$ cat src/rtl/eth_pkg.sv
// rtl/eth_pkg.sv - shared types and byte-lane helpers for the Ethernet header strip stage
package eth_pkg;

  localparam int          ETH_HDR_BYTES = 14;
  localparam logic [47:0] MAC_BCAST     = 48'hffffffffffff;

  typedef enum logic [2:0] {HDR0, HDR1, BODY, FLUSH, DROP} eth_strip_state_t;

  typedef struct packed {
    logic [47:0] dst;
    logic [47:0] src;
    logic [15:0] ethertype;
  } eth_hdr_t;

  function automatic logic [3:0] keep_count(input logic [7:0] keep);
    logic [3:0] n;
    n = '0;
    for (int i = 0; i < 8; i++) n = n + {3'b000, keep[i]};
    return n;
  endfunction

  function automatic logic [7:0] keep_mask(input logic [3:0] n);
    logic [7:0] m;
    for (int i = 0; i < 8; i++) m[i] = (4'(i) < n);
    return m;
  endfunction

  function automatic logic [63:0] mask_bytes(input logic [63:0] data, input logic [7:0] keep);
    logic [63:0] d;
    for (int i = 0; i < 8; i++) d[8*i +: 8] = keep[i] ? data[8*i +: 8] : 8'h00;
    return d;
  endfunction

endpackage

$ cat src/rtl/eth_axis_out_reg.sv
// rtl/eth_axis_out_reg.sv - registered DATA/KEEP/LAST/VALID output stage, loads when empty or drained
module eth_axis_out_reg (
  input  logic        aclk,
  input  logic        aresetn,
  input  logic        push,
  input  logic [63:0] beat_data,
  input  logic [7:0]  beat_keep,
  input  logic        beat_last,
  input  logic        ready,
  output logic        load,
  output logic [63:0] data,
  output logic [7:0]  keep,
  output logic        last,
  output logic        valid
);

  assign load = !valid || ready;

  always_ff @(posedge aclk or negedge aresetn) begin
    if (!aresetn) begin
      data  <= '0;
      keep  <= '0;
      last  <= 1'b0;
      valid <= 1'b0;
    end else if (load) begin
      valid <= push;
      if (push) begin
        data <= beat_data;
        keep <= beat_keep;
        last <= beat_last;
      end
    end
  end

endmodule

$ cat src/rtl/eth_header_strip.sv
// rtl/eth_header_strip.sv - MAC filter, header capture and 6-byte payload realignment for 64-bit rx stream
// Optional saturating frame counters when ETH_HEADER_STRIP_STATS_EN is defined.
module eth_header_strip
  import eth_pkg::*;
#(
  parameter logic [47:0] MAC_ADDR_FPGA = 48'hfa163e55ca02
) (
  input  logic        aclk,
  input  logic        aresetn,
  input  logic [63:0] stream_in_DATA,
  input  logic [7:0]  stream_in_KEEP,
  input  logic        stream_in_LAST,
  input  logic        stream_in_VALID,
  output logic        stream_in_READY,
  output logic [63:0] stream_out_DATA,
  output logic [7:0]  stream_out_KEEP,
  output logic        stream_out_LAST,
  output logic        stream_out_VALID,
  input  logic        stream_out_READY,
  output logic [47:0] hdr_mac_dst,
  output logic [47:0] hdr_mac_src,
  output logic [15:0] hdr_ethertype,
  output logic        hdr_valid
`ifdef ETH_HEADER_STRIP_STATS_EN
  ,
  output logic [31:0] stat_rx_frames,
  output logic [31:0] stat_drop_mac,
  output logic [31:0] stat_drop_runt
`endif
);

  // Header bytes carried in the second flit; the remainder becomes the residual shift.
  localparam int HDR1_TAIL = ETH_HDR_BYTES - 8;

  eth_strip_state_t state;
  eth_hdr_t         hdr;
  logic [15:0]      res;
  logic             flush_two;
  logic [3:0]       n;
  logic [47:0]      wire_dst;
  logic             mac_ok, out_load, take, push, beat_last, short_last;
  logic [63:0]      beat_data, beat_masked;
  logic [7:0]       beat_keep;

  assign n          = keep_count(stream_in_KEEP);
  assign wire_dst   = {stream_in_DATA[7:0],   stream_in_DATA[15:8],  stream_in_DATA[23:16],
                       stream_in_DATA[31:24], stream_in_DATA[39:32], stream_in_DATA[47:40]};
  assign mac_ok     = (wire_dst == MAC_ADDR_FPGA) || (wire_dst == MAC_BCAST);
  assign short_last = stream_in_LAST && (n <= 4'(HDR1_TAIL));

  assign stream_in_READY = (state == DROP) || ((state != FLUSH) && out_load);
  assign take            = stream_in_VALID && stream_in_READY;

  always_comb begin
    push      = 1'b0;
    beat_data = '0;
    beat_keep = '0;
    beat_last = 1'b0;
    case (state)
      HDR1: if (take && stream_in_LAST && !short_last) begin
        push      = 1'b1;
        beat_data = {48'h0, stream_in_DATA[63:48]};
        beat_keep = keep_mask(n - 4'(HDR1_TAIL));
        beat_last = 1'b1;
      end
      BODY: if (take) begin
        push      = 1'b1;
        beat_data = {stream_in_DATA[47:0], res};
        beat_keep = 8'hff;
        if (short_last) begin
          beat_keep = keep_mask(n + 4'd2);
          beat_last = 1'b1;
        end
      end
      FLUSH: if (out_load) begin
        push      = 1'b1;
        beat_data = {48'h0, res};
        beat_keep = keep_mask(flush_two ? 4'd2 : 4'd1);
        beat_last = 1'b1;
      end
      default: ;
    endcase
  end

  assign beat_masked = mask_bytes(beat_data, beat_keep);

  always_ff @(posedge aclk or negedge aresetn) begin
    if (!aresetn) begin
      state     <= HDR0;
      hdr       <= '0;
      res       <= '0;
      flush_two <= 1'b0;
      hdr_valid <= 1'b0;
    end else begin
      hdr_valid <= 1'b0;
      case (state)
        HDR0: if (take) begin
          hdr.dst        <= wire_dst;
          hdr.src[47:32] <= {stream_in_DATA[55:48], stream_in_DATA[63:56]};
          if (stream_in_LAST) state <= HDR0;
          else if (mac_ok)    state <= HDR1;
          else                state <= DROP;
        end
        HDR1: if (take) begin
          hdr.src[31:0]  <= {stream_in_DATA[7:0], stream_in_DATA[15:8],
                             stream_in_DATA[23:16], stream_in_DATA[31:24]};
          hdr.ethertype  <= {stream_in_DATA[39:32], stream_in_DATA[47:40]};
          hdr_valid      <= 1'b1;
          res            <= stream_in_DATA[63:48];
          state          <= stream_in_LAST ? HDR0 : BODY;
        end
        BODY: if (take) begin
          res <= stream_in_DATA[63:48];
          if (stream_in_LAST) begin
            flush_two <= (n == 4'd8);
            state     <= short_last ? HDR0 : FLUSH;
          end
        end
        FLUSH: if (out_load) state <= HDR0;
        DROP:  if (take && stream_in_LAST) state <= HDR0;
        default: state <= HDR0;
      endcase
    end
  end

  assign hdr_mac_dst   = hdr.dst;
  assign hdr_mac_src   = hdr.src;
  assign hdr_ethertype = hdr.ethertype;

  eth_axis_out_reg u_out (
    .aclk      (aclk),
    .aresetn   (aresetn),
    .push      (push),
    .beat_data (beat_masked),
    .beat_keep (beat_keep),
    .beat_last (beat_last),
    .ready     (stream_out_READY),
    .load      (out_load),
    .data      (stream_out_DATA),
    .keep      (stream_out_KEEP),
    .last      (stream_out_LAST),
    .valid     (stream_out_VALID)
  );

`ifdef ETH_HEADER_STRIP_STATS_EN
  logic ev_rx, ev_mac, ev_runt;

  assign ev_runt = take && (((state == HDR0) && stream_in_LAST) || ((state == HDR1) && short_last));
  assign ev_mac  = take && (state == HDR0) && !stream_in_LAST && !mac_ok;
  assign ev_rx   = take && (state == HDR1) && !short_last;

  always_ff @(posedge aclk or negedge aresetn) begin
    if (!aresetn) begin
      stat_rx_frames <= '0;
      stat_drop_mac  <= '0;
      stat_drop_runt <= '0;
    end else begin
      if (ev_rx && (stat_rx_frames != '1))   stat_rx_frames <= stat_rx_frames + 32'd1;
      if (ev_mac && (stat_drop_mac != '1))   stat_drop_mac  <= stat_drop_mac + 32'd1;
      if (ev_runt && (stat_drop_runt != '1)) stat_drop_runt <= stat_drop_runt + 32'd1;
    end
  end
`endif

endmodule

$ cat config.mk
export PLATFORM = sky130hd
export DESIGN_NAME = eth_header_strip
export DESIGN_NICKNAME = d
export VERILOG_FILES = /design/src/rtl/eth_pkg.sv /design/src/rtl/eth_axis_out_reg.sv /design/src/rtl/eth_header_strip.sv
export SDC_FILE = /design/constraint.sdc
export NUM_CORES = 1
export LEC_CHECK = 0
export ABC_CLOCK_PERIOD_IN_PS = 2600
export CAP_MARGIN = 0
export CORE_ASPECT_RATIO = 0.5
export CORE_MARGIN = 8
export CORE_UTILIZATION = 45
export DETAILED_ROUTE_END_ITERATION = 7
export PLACE_DENSITY = 0.85
export SKIP_LAST_GASP = 1
export SLEW_MARGIN = 15
export SYNTH_ARGS = -nofsm -noshare
export SYNTH_HDL_FRONTEND = slang
export SYNTH_SLANG_ARGS = --single-unit
$ cat constraint.sdc
create_clock -name aclk -period 2.6 [get_ports aclk]
set_input_delay 0.65 -clock aclk [delete_from_list [all_inputs] [get_ports aclk]]
set_output_delay 0.65 -clock aclk [all_outputs]
set_load 0.01 [all_outputs]
### Word-level counts from Yosys, hierarchy flattened

Index checks and enable logic that the tools add are counted.

| operators by class | value |
|---|---|
| $add $sub $neg | 9 |
| magnitude comparators | 25 |
| equal/unequal tests | 14 |
| multiplexer cells | 36 |
| reductions and logical operators | 18 |

Operators with widths:

| operator | count |
|---|---|
| 64-bit one-hot mux with 3 select lines | 1 |
| 48-bit == test (second input constant) | 2 |
| 8-bit two-way mux | 12 |
| 64-bit two-way mux | 1 |
| 3-bit by 4-bit less-than comparator with 1-bit output (first input constant) | 8 |
| 3-bit two-way mux | 8 |
| 8-bit one-hot mux with 3 select lines | 1 |
| 4-bit by 1-bit adder with 4-bit output | 4 |
| 1-bit by 4-bit less-than comparator with 1-bit output (first input constant) | 4 |
| 2-bit by 4-bit less-than comparator with 1-bit output (first input constant) | 4 |
| 16-bit two-way mux | 1 |
| 3-bit one-hot mux with 5 select lines | 1 |
| 3-bit by 2-bit less-than comparator with 1-bit output (first input constant) | 4 |
| 2-bit inequality test (second input constant) | 5 |
| 2-bit AND reduction | 4 |
| 3-bit by 2-bit == test with 1-bit output (second input constant) | 2 |
| 1-bit two-way mux | 6 |
| 2-bit two-way mux | 3 |
| 1-bit one-hot mux with 3 select lines | 2 |
| 6-bit AND reduction | 1 |
| 1-bit logical AND | 5 |
| 3-bit by 1-bit adder with 4-bit output | 1 |
| 4-bit by 2-bit adder with 4-bit output (second input constant) | 1 |
| 4-bit == test (second input constant) | 1 |
| other kinds (15) | 20 |

| word-level totals | value |
|---|---|
| flip-flop bits (word level) | 207 |
| input port bits | 77 |
| logic and storage cells | 114 |

### Logic depth before layout (Yosys ltp)

| depth | value |
|---|---|
| depth after elaboration | 14 |
| gate-level depth with buffers | 17 |

### By module

Synthesis repeated with hierarchy kept, for this count alone.

| unflattened totals | value |
|---|---|
| cells, all modules | 652 |
| area total of the unflattened synthesis | 9,318.9 µm² |

By module, submodules not included:

| module | instances | cells an instance | area an instance (µm²) |
|---|---|---|---|
| eth_header_strip | 1 | 495 | 6,272.3 |
| eth_axis_out_reg | 1 | 157 | 3,046.7 |

### Least setup slack after synthesis

Ideal clock, no wire load.

| timing | value |
|---|---|
| path type | input-to-reg |
| from | input port stream_in_KEEP[0] |
| to | register u_out.data[10] |
| data arrival time | 4,539 ps |
| data required time | 2,522 ps |
| path slack | -2,017 ps |
| cell stages on the path | 16 |
| buffers on the path | 1 |
| path through | fa_1 > inv_1 > fa_1 > fa_1 > inv_1 > ha_1 > fa_1 > xnor2_1 > inv_1 > ha_1 > nor2b_1 > o32a_1 > buf_6 > o41ai_2 > a221oi_2 > o21ai_1 |

| between the ends | value |
|---|---|
| word-level cells in the longest chain between the ends | 14 |
| elaborated cells on any way between the ends | 25 |
| classes of those cells | add/sub: 9; order compare: 3; mux: 9; reduce/logical: 4 |

RTL lines:

| what | line | text |
|---|---|---|
| start: declaration | eth_header_strip.sv:11 | `input logic [7:0] stream_in_KEEP,` |
| 1-bit by 1-bit adder with 2-bit output (*) | eth_pkg.sv:18 | `for (int i = 0; i < 8; i++) n = n + {3'b000, keep[i]};` |
| 2-bit by 1-bit adder with 3-bit output (*) | eth_pkg.sv:18 |  |
| 3-bit by 1-bit adder with 4-bit output (*) | eth_pkg.sv:18 |  |
| 4-bit by 1-bit adder with 4-bit output (*) (4 in series) | eth_pkg.sv:18 |  |
| parallel branches: the longest is 7 deep, another holds 4-bit by 2-bit adder with 4-bit output | -- |  |
| end signal: assignment | eth_axis_out_reg.sv:28 | `data <= beat_data;` |
| end: declaration | eth_axis_out_reg.sv:11 | `output logic [63:0] data,` |

Every way passes the cells marked *.
A chain may end at the register's enable or synchronous reset.

### Worst setup path after layout

| timing | value |
|---|---|
| from | input port stream_in_KEEP[1] |
| to | register u_out.data[30] |

| between the ends | value |
|---|---|
| word-level cells in the longest chain between the ends | 14 |
| elaborated cells on any way between the ends | 23 |
| classes of those cells | add/sub: 9; order compare: 3; mux: 7; reduce/logical: 4 |

RTL lines:

| what | line |
|---|---|
| 1-bit by 1-bit adder with 2-bit output (*) | eth_pkg.sv:18 |
| 2-bit by 1-bit adder with 3-bit output (*) | eth_pkg.sv:18 |
| 3-bit by 1-bit adder with 4-bit output (*) | eth_pkg.sv:18 |
| 4-bit by 1-bit adder with 4-bit output (*) (4 in series) | eth_pkg.sv:18 |
| parallel branches: the longest is 7 deep, another holds 4-bit by 2-bit adder with 4-bit output | -- |

Marked as above.

==> metrics.md <==
| Metric | Value |
|---|---|
| CTS buffer count | `20` |
| Failing checks | `setup timing` |
| Max_cap viols | `0` |
| Pin count of the biggest net entering global routing | `69` |
| Setup violators final | `77` |
| Antenna-violating nets left | `0` |
| Layout Skew | `between 0.008 and 0.009 ns` |
| Max Slew Vio Count | `0` |
| Sw Pwr | `6250 uW` |
| Pwr Density | `between 1000 and 1500 nW/um^2` |
| Clock group share of total power | `between 10% and 20%` |
| Syn_area_per_cell | `about 12 um^2` |
| Final period util | `173%` |
| Cell Area, Placed | `~12000 um^2` |
| Number of synthesized flops with an enable pin | `0` |
| Filler cell count | `1126` |
| Status | `finished with violations` |
| # rows | `35` |
| Setup WS pre-CTS | `-2.48 ns` |
| Worst-Skew Late Latency | `about 0.49 ns` |
| Crit path required time | `between 2 and 3 ns` |
| Peak supply drop | `655 uV` |
| FF-to-FF path depth | `8` |
| CP Launch Type | `input pin` |
| Io pins | `265` |
| Seq/Total Area, Yosys | `61.9%` |
| Combinational Power Share | `50.7%` |
| CTS tree | `built` |
| Die ar. | `between 20000 and 25000 um^2` |
| GRT Residual Overflow | `0` |
| Int Pwr | `11600 uW` |
| Die Ht | `approximately 110 um` |
| #FFs+latches synth | `~210` |
| Post-Route WL | `approximately 32000 um` |
| Fraction of layout cells with a size suffix above 1 | `a little over a quarter` |
| Placer Congestion | `roughly 0.94` |
| Clk slew on worst S/H paths | `0.07 ns` |
| Nets | `~1.2k` |
| # DRC | `0` |
| Sequential power share | `32.5%` |
| Design Area, Final | `about 13000 um^2` |
| I/O Buffers | `264` |
| Vias/cell | `5.70` |
| Number of library cell types mapped by synthesis | `51` |
| Crit Path Max Fanout | `6` |
| Diodes inserted | `0` |
| DR WL/cell | `23.9 um` |
| Mapped Area | `around 8400 um^2` |
| Synthesized Nets | `between 700 and 800` |
| Switch share | `between 30% and 40%` |
| Width of the die | `209 um` |
| Vias in the first global route | `~8.0k` |
| HPWL after DPL | `20400 um` |
| Slack of the critical path | `-1.89 ns` |
| Synthesis-to-layout area growth | `61.2%` |
| Synth Flop Type | `dfrtp_1` |
| Clk root buf | `clkbuf_16` |
| First-pass GRT wire length | `roughly 46000 um` |
| Async S/R FF share, synth | `100%` |
| CP Class | `input pin to flop` |
| Ys Warns | `0` |
| GRT Total Usage | `24.8%` |
| Post-Synthesis Cells | `just over 700` |
| Final Hold Fails | `0` |
| Worst Setup End Kind | `flop` |
| Leak | `0.00598 uW` |
| Initial DRC count | `750` |
| CP arrival | `approximately 4.9 ns` |
| Initial Util | `45.7%` |
| Via Count | `~7.6k` |
| Slew @ Worst Pin | `about 0.64 ns` |
| Initial antenna violation count | `1` |
| Hold Path Class | `input pin to async pin` |
| Deepest clock path buffer count | `3` |
| Slew HR | `between 50% and 60%` |
| Max Clk Rate | `~0.22 GHz` |
| CTS H-tree lvls | `1` |
| Fin crit period | `~4.5 ns` |
| Clock sinks | `around 210` |
| Core Area | `18300 um^2` |
| CTS Hold Bufs | `0` |
| TritonRoute pass-1 iters | `5` |
| RSZ-0062 raised after global routing | `yes` |
==> sequential cells by signal (all words and copies together), names as in the netlist <==
register       cells
u_out.data        64
hdr_mac_dst       48
hdr_mac_src       48
hdr_ethertype     16
res               16
u_out.keep         8
state              3
flush_two          1
hdr_valid          1
u_out.last         1
u_out.valid        1
==> kinds of logic (layout without fill, tap and decap cells) <==
logic type                 after synthesis  after routing  synth area share (%)
AOI/OAI and AO/OA                      124            125                  11.3
xor gates and xnor gates                 1              1                 0.105
adders and majority gates                8              8                  1.55
buffers and inverters                   47            425                  2.41
DFF                                    207            207                  61.9
muxes                                   80             80                  10.8
and+or+nand+nor                        239            239                  12.0
==> cells in the mapped netlist (9+ instances only) <==
master      n  share of area (%)
a21oi_1    13               0.78
a22o_1     48                5.0
a22oi_1    16                1.4
buf_2      11               0.66
clkbuf_1   20               0.90
dfrtp_1   207                 62
inv_1      13               0.58
mux2_2     80                 11
nand2_1   180                8.1
nand3_1     9               0.54
nand4_1    12               0.90
nor2_1      9               0.40
o21ai_0    12               0.72
o21ai_1     9               0.54
==> through the flow <==
stage | std cells | total power [uW] | utilization [%] | setup TNS [ns] | hold slack, ns
final | 1325 | 17900 | 73.7 | -139.05 | 0.157
after global routing | 1325 | 18700 | 73.7 | -141.46 | 0.192
after CTS | 1310 | 17300 | 71.5 | -125.83 | 0.187
after detailed placement | 1256 | 13800 | 65.8 | -184.76 | 0.464
after global placement | 1256 | 13500 | 65.8 | -175.47 | 0.459
after floorplan | 706 | 9180 | - | -131.95 | 0.354
==> worst paths after layout <==
path	end	startpoint	slack, ns
worst min register to register	hdr_mac_src[4]$_DFFE_PN0P_	hdr_mac_src[4]$_DFFE_PN0P_	0.47
max in group asynchronous	hdr_mac_src[5]$_DFFE_PN0P_	aresetn	1.66
min in group aclk	hdr_mac_src[4]$_DFFE_PN0P_	hdr_mac_src[4]$_DFFE_PN0P_	0.47
worst min-delay path	hdr_mac_src[42]$_DFFE_PN0P_	aresetn	0.16
worst max-delay path	u_out.data[30]$_DFFE_PN0P_	stream_in_KEEP[1]	-1.89
worst max register to register	u_out.data[30]$_DFFE_PN0P_	u_out.valid$_DFFE_PN0N_	0.51
==> cell type report <==
type | count | area [um^2] | area share [%]
clock inverters | 5 | 50.0 | 0.371
clock buffers | 30 | 629 | 4.66
well taps | 240 | 300 | 2.22
inverters | 14 | 55.1 | 0.408
flip-flops and latches | 207 | 5180 | 38.4
multi-input cells | 453 | 3400 | 25.2
repair buffers | 376 | 3880 | 28.7
==> power groups by stage <==
stage          clock (uW)  sequential [uW]  combinational, uW
5_1_grt              3170             5980               9510
3_3_place_gp            0             5680               7780
3_5_place_dp            0             5750               8040
4_1_cts              3040             5740               8550
2_1_floorplan           0             6270               2910
6_report             3010             5810               9060
==> metal layers <==
metal | track usage, % | up-vias | wire [um]
met5 | 0 | - | 9
met4 | 12.8 | 2 | 1680
met3 | 6.54 | 121 | 2180
met2 | 41.9 | 366 | 15900
met1 | 29.0 | 3850 | 11900
li1 | - | 3219 | -
==> critical path: stages <==
cell       delay [ns]
buf_6            0.09
fa_1             0.56
inv_2            0.05
fa_1             0.45
fa_1             0.52
inv_2            0.06
ha_4             0.16
fa_2             0.41
xnor2_2          0.23
inv_2            0.10
ha_4             0.18
nor2b_4          0.13
buf_6            0.11
o32ai_4          0.30
a311oi_4         0.14
buf_6            0.18
buf_4            0.14
clkbuf_16        0.15
a22o_1           0.23
==> cell usage in the layout (no fill, tap or decap), types with 12 or more instances in the layout <==
cell type and instances:
nand4_1 12, dfrtp_1 207, a22o_1 48, mux2_2 80, buf_12 14, buf_4 71, buf_6 20, o21ai_1 13
nand2_1 173, clkdlybuf4s50_1 259, clkbuf_16 27
==> repair_timing <==
action / in CTS / in global routing
gates resized for setup: 44 / 42
endpoints found under the setup margin: 78 / 77
buffers inserted: 19 / 13
gates cloned: 3 / 8
pin swaps: 37 / 47
(Power assumes the default switching activity.)
==> variant, RTL diff (same flow settings) <==
The option `ETH_HEADER_STRIP_STATS_EN` is turned on by a define.
--- a/src/rtl/eth_header_strip.sv
+++ b/src/rtl/eth_header_strip.sv
@@ -2,2 +2,4 @@
 // Optional saturating frame counters when ETH_HEADER_STRIP_STATS_EN is defined.
+`define ETH_HEADER_STRIP_STATS_EN
+
 module eth_header_strip
Behaviour (old outputs only; new: stat_drop_mac, stat_drop_runt and stat_rx_frames): unchanged (equiv_simple and equiv_induct, registers matched by name and starting in step).
==> variant against the original RTL <==
The run still ends with setup timing left. Count of clock-buffer cells in the layout up 10. Routed wire length is 64% higher. Sequential cell count up 96. Synthesized cell count rose by 59%. Worst setup slack got worse by 0.13 ns. First-iteration DRC count rose by 29%. Register-to-register slack lost 0.72 ns. Non-clock buffer count up 145. Area after synthesis is 55% higher. Clock skew up 0.0022 ns. Design area is 51% higher. Power decreased by 23%. Combinational power shrank 59%. Critical path type unchanged. Largest cell class unchanged.
==> variant: results (changes against the original RTL) <==
run_status:
  outcome: "finished, violations left"
  violations: "setup timing"
placed_design:
  place_inst: 1953  # +55%
  placed_cell_area_um2: 18110  # +50%
yosys:
  syn_inst: 1126  # +59%
  yosys-top-cells-area: "dfrtp_1, mux2_2, nand2_1"
  synth_xor_area_frac: 0.06214  # +0.06109
  synth-adder-area-share: 0.01293  # -0.002609
  ys_seq_area_frac: 0.5847  # -0.03384
worst_setup_path:
  crit_fanout: 5  # -1
  cp.arrival_ns: 5.07  # +0.20 ns
  reg2reg_depth: 9  # +1
route:
  wl_um: 51980  # +64%
  routedWlPerCell_um: 25.40  # +6.4%
  via_count: 11890  # +57%
power:
  p_seq_frac: 0.415  # +0.090
  pg_comb_w: 0.00375  # -59%
  p_leak_nw: 9.056  # +51%
  power_w: 0.01385  # -23%
cells_and_area:
  final_area_um2: 20320  # +51%
  inverters_excl_clock: 19  # +5
  drive_gt1_frac: 0.2482  # -0.01633
sta:
  setup_tns_ns: -260.60  # -121.56 ns
  setup_viol_count_final: 141  # +83%
  setup_ws_ns: -2.021  # -0.1311 ns
  finClkSkew_ns: 0.01111  # +0.002242 ns
grt:
  antenna_found_initial: 0  # -1
  grt_max_degree: 67  # -2.9%
  grt_pass1_wl_um: 74620  # +61%
-- variant: cell count changes after synthesis, moves of 23 or more --
cell     change
nand3_1     +43
and3_1      +23
nand4_1     +30
dfrtp_1     +96
xnor2_1     +75
nand2_1     +36
-- variant: worst paths after layout --
path / from / slack [ns] / endpoint
setup / recovery: stream_in_KEEP[3] / -2.02 / u_out.keep[6]
hold / removal: aresetn / 0.03 / hdr_mac_src[37]
setup reg to reg: stat_rx_frames[4] / -0.21 / stat_rx_frames[0]
hold reg to reg: hdr_mac_src[15] / 0.48 / hdr_mac_src[15]
max in group asynchronous: aresetn / 1.68 / hdr_ethertype[14]
min in group aclk: hdr_mac_src[15] / 0.48 / hdr_mac_src[15]
-- variant: layer usage --
metal / routed length, um / vias to the layer above / GRT usage
met5: 0 / - / 0
met4: 3972 / 0 / 0.1718
met3: 2932 / 269 / 0.04521
met2: 26290 / 620 / 0.4839
met1: 18790 / 5977 / 0.3067
li1: - / 5021 / -
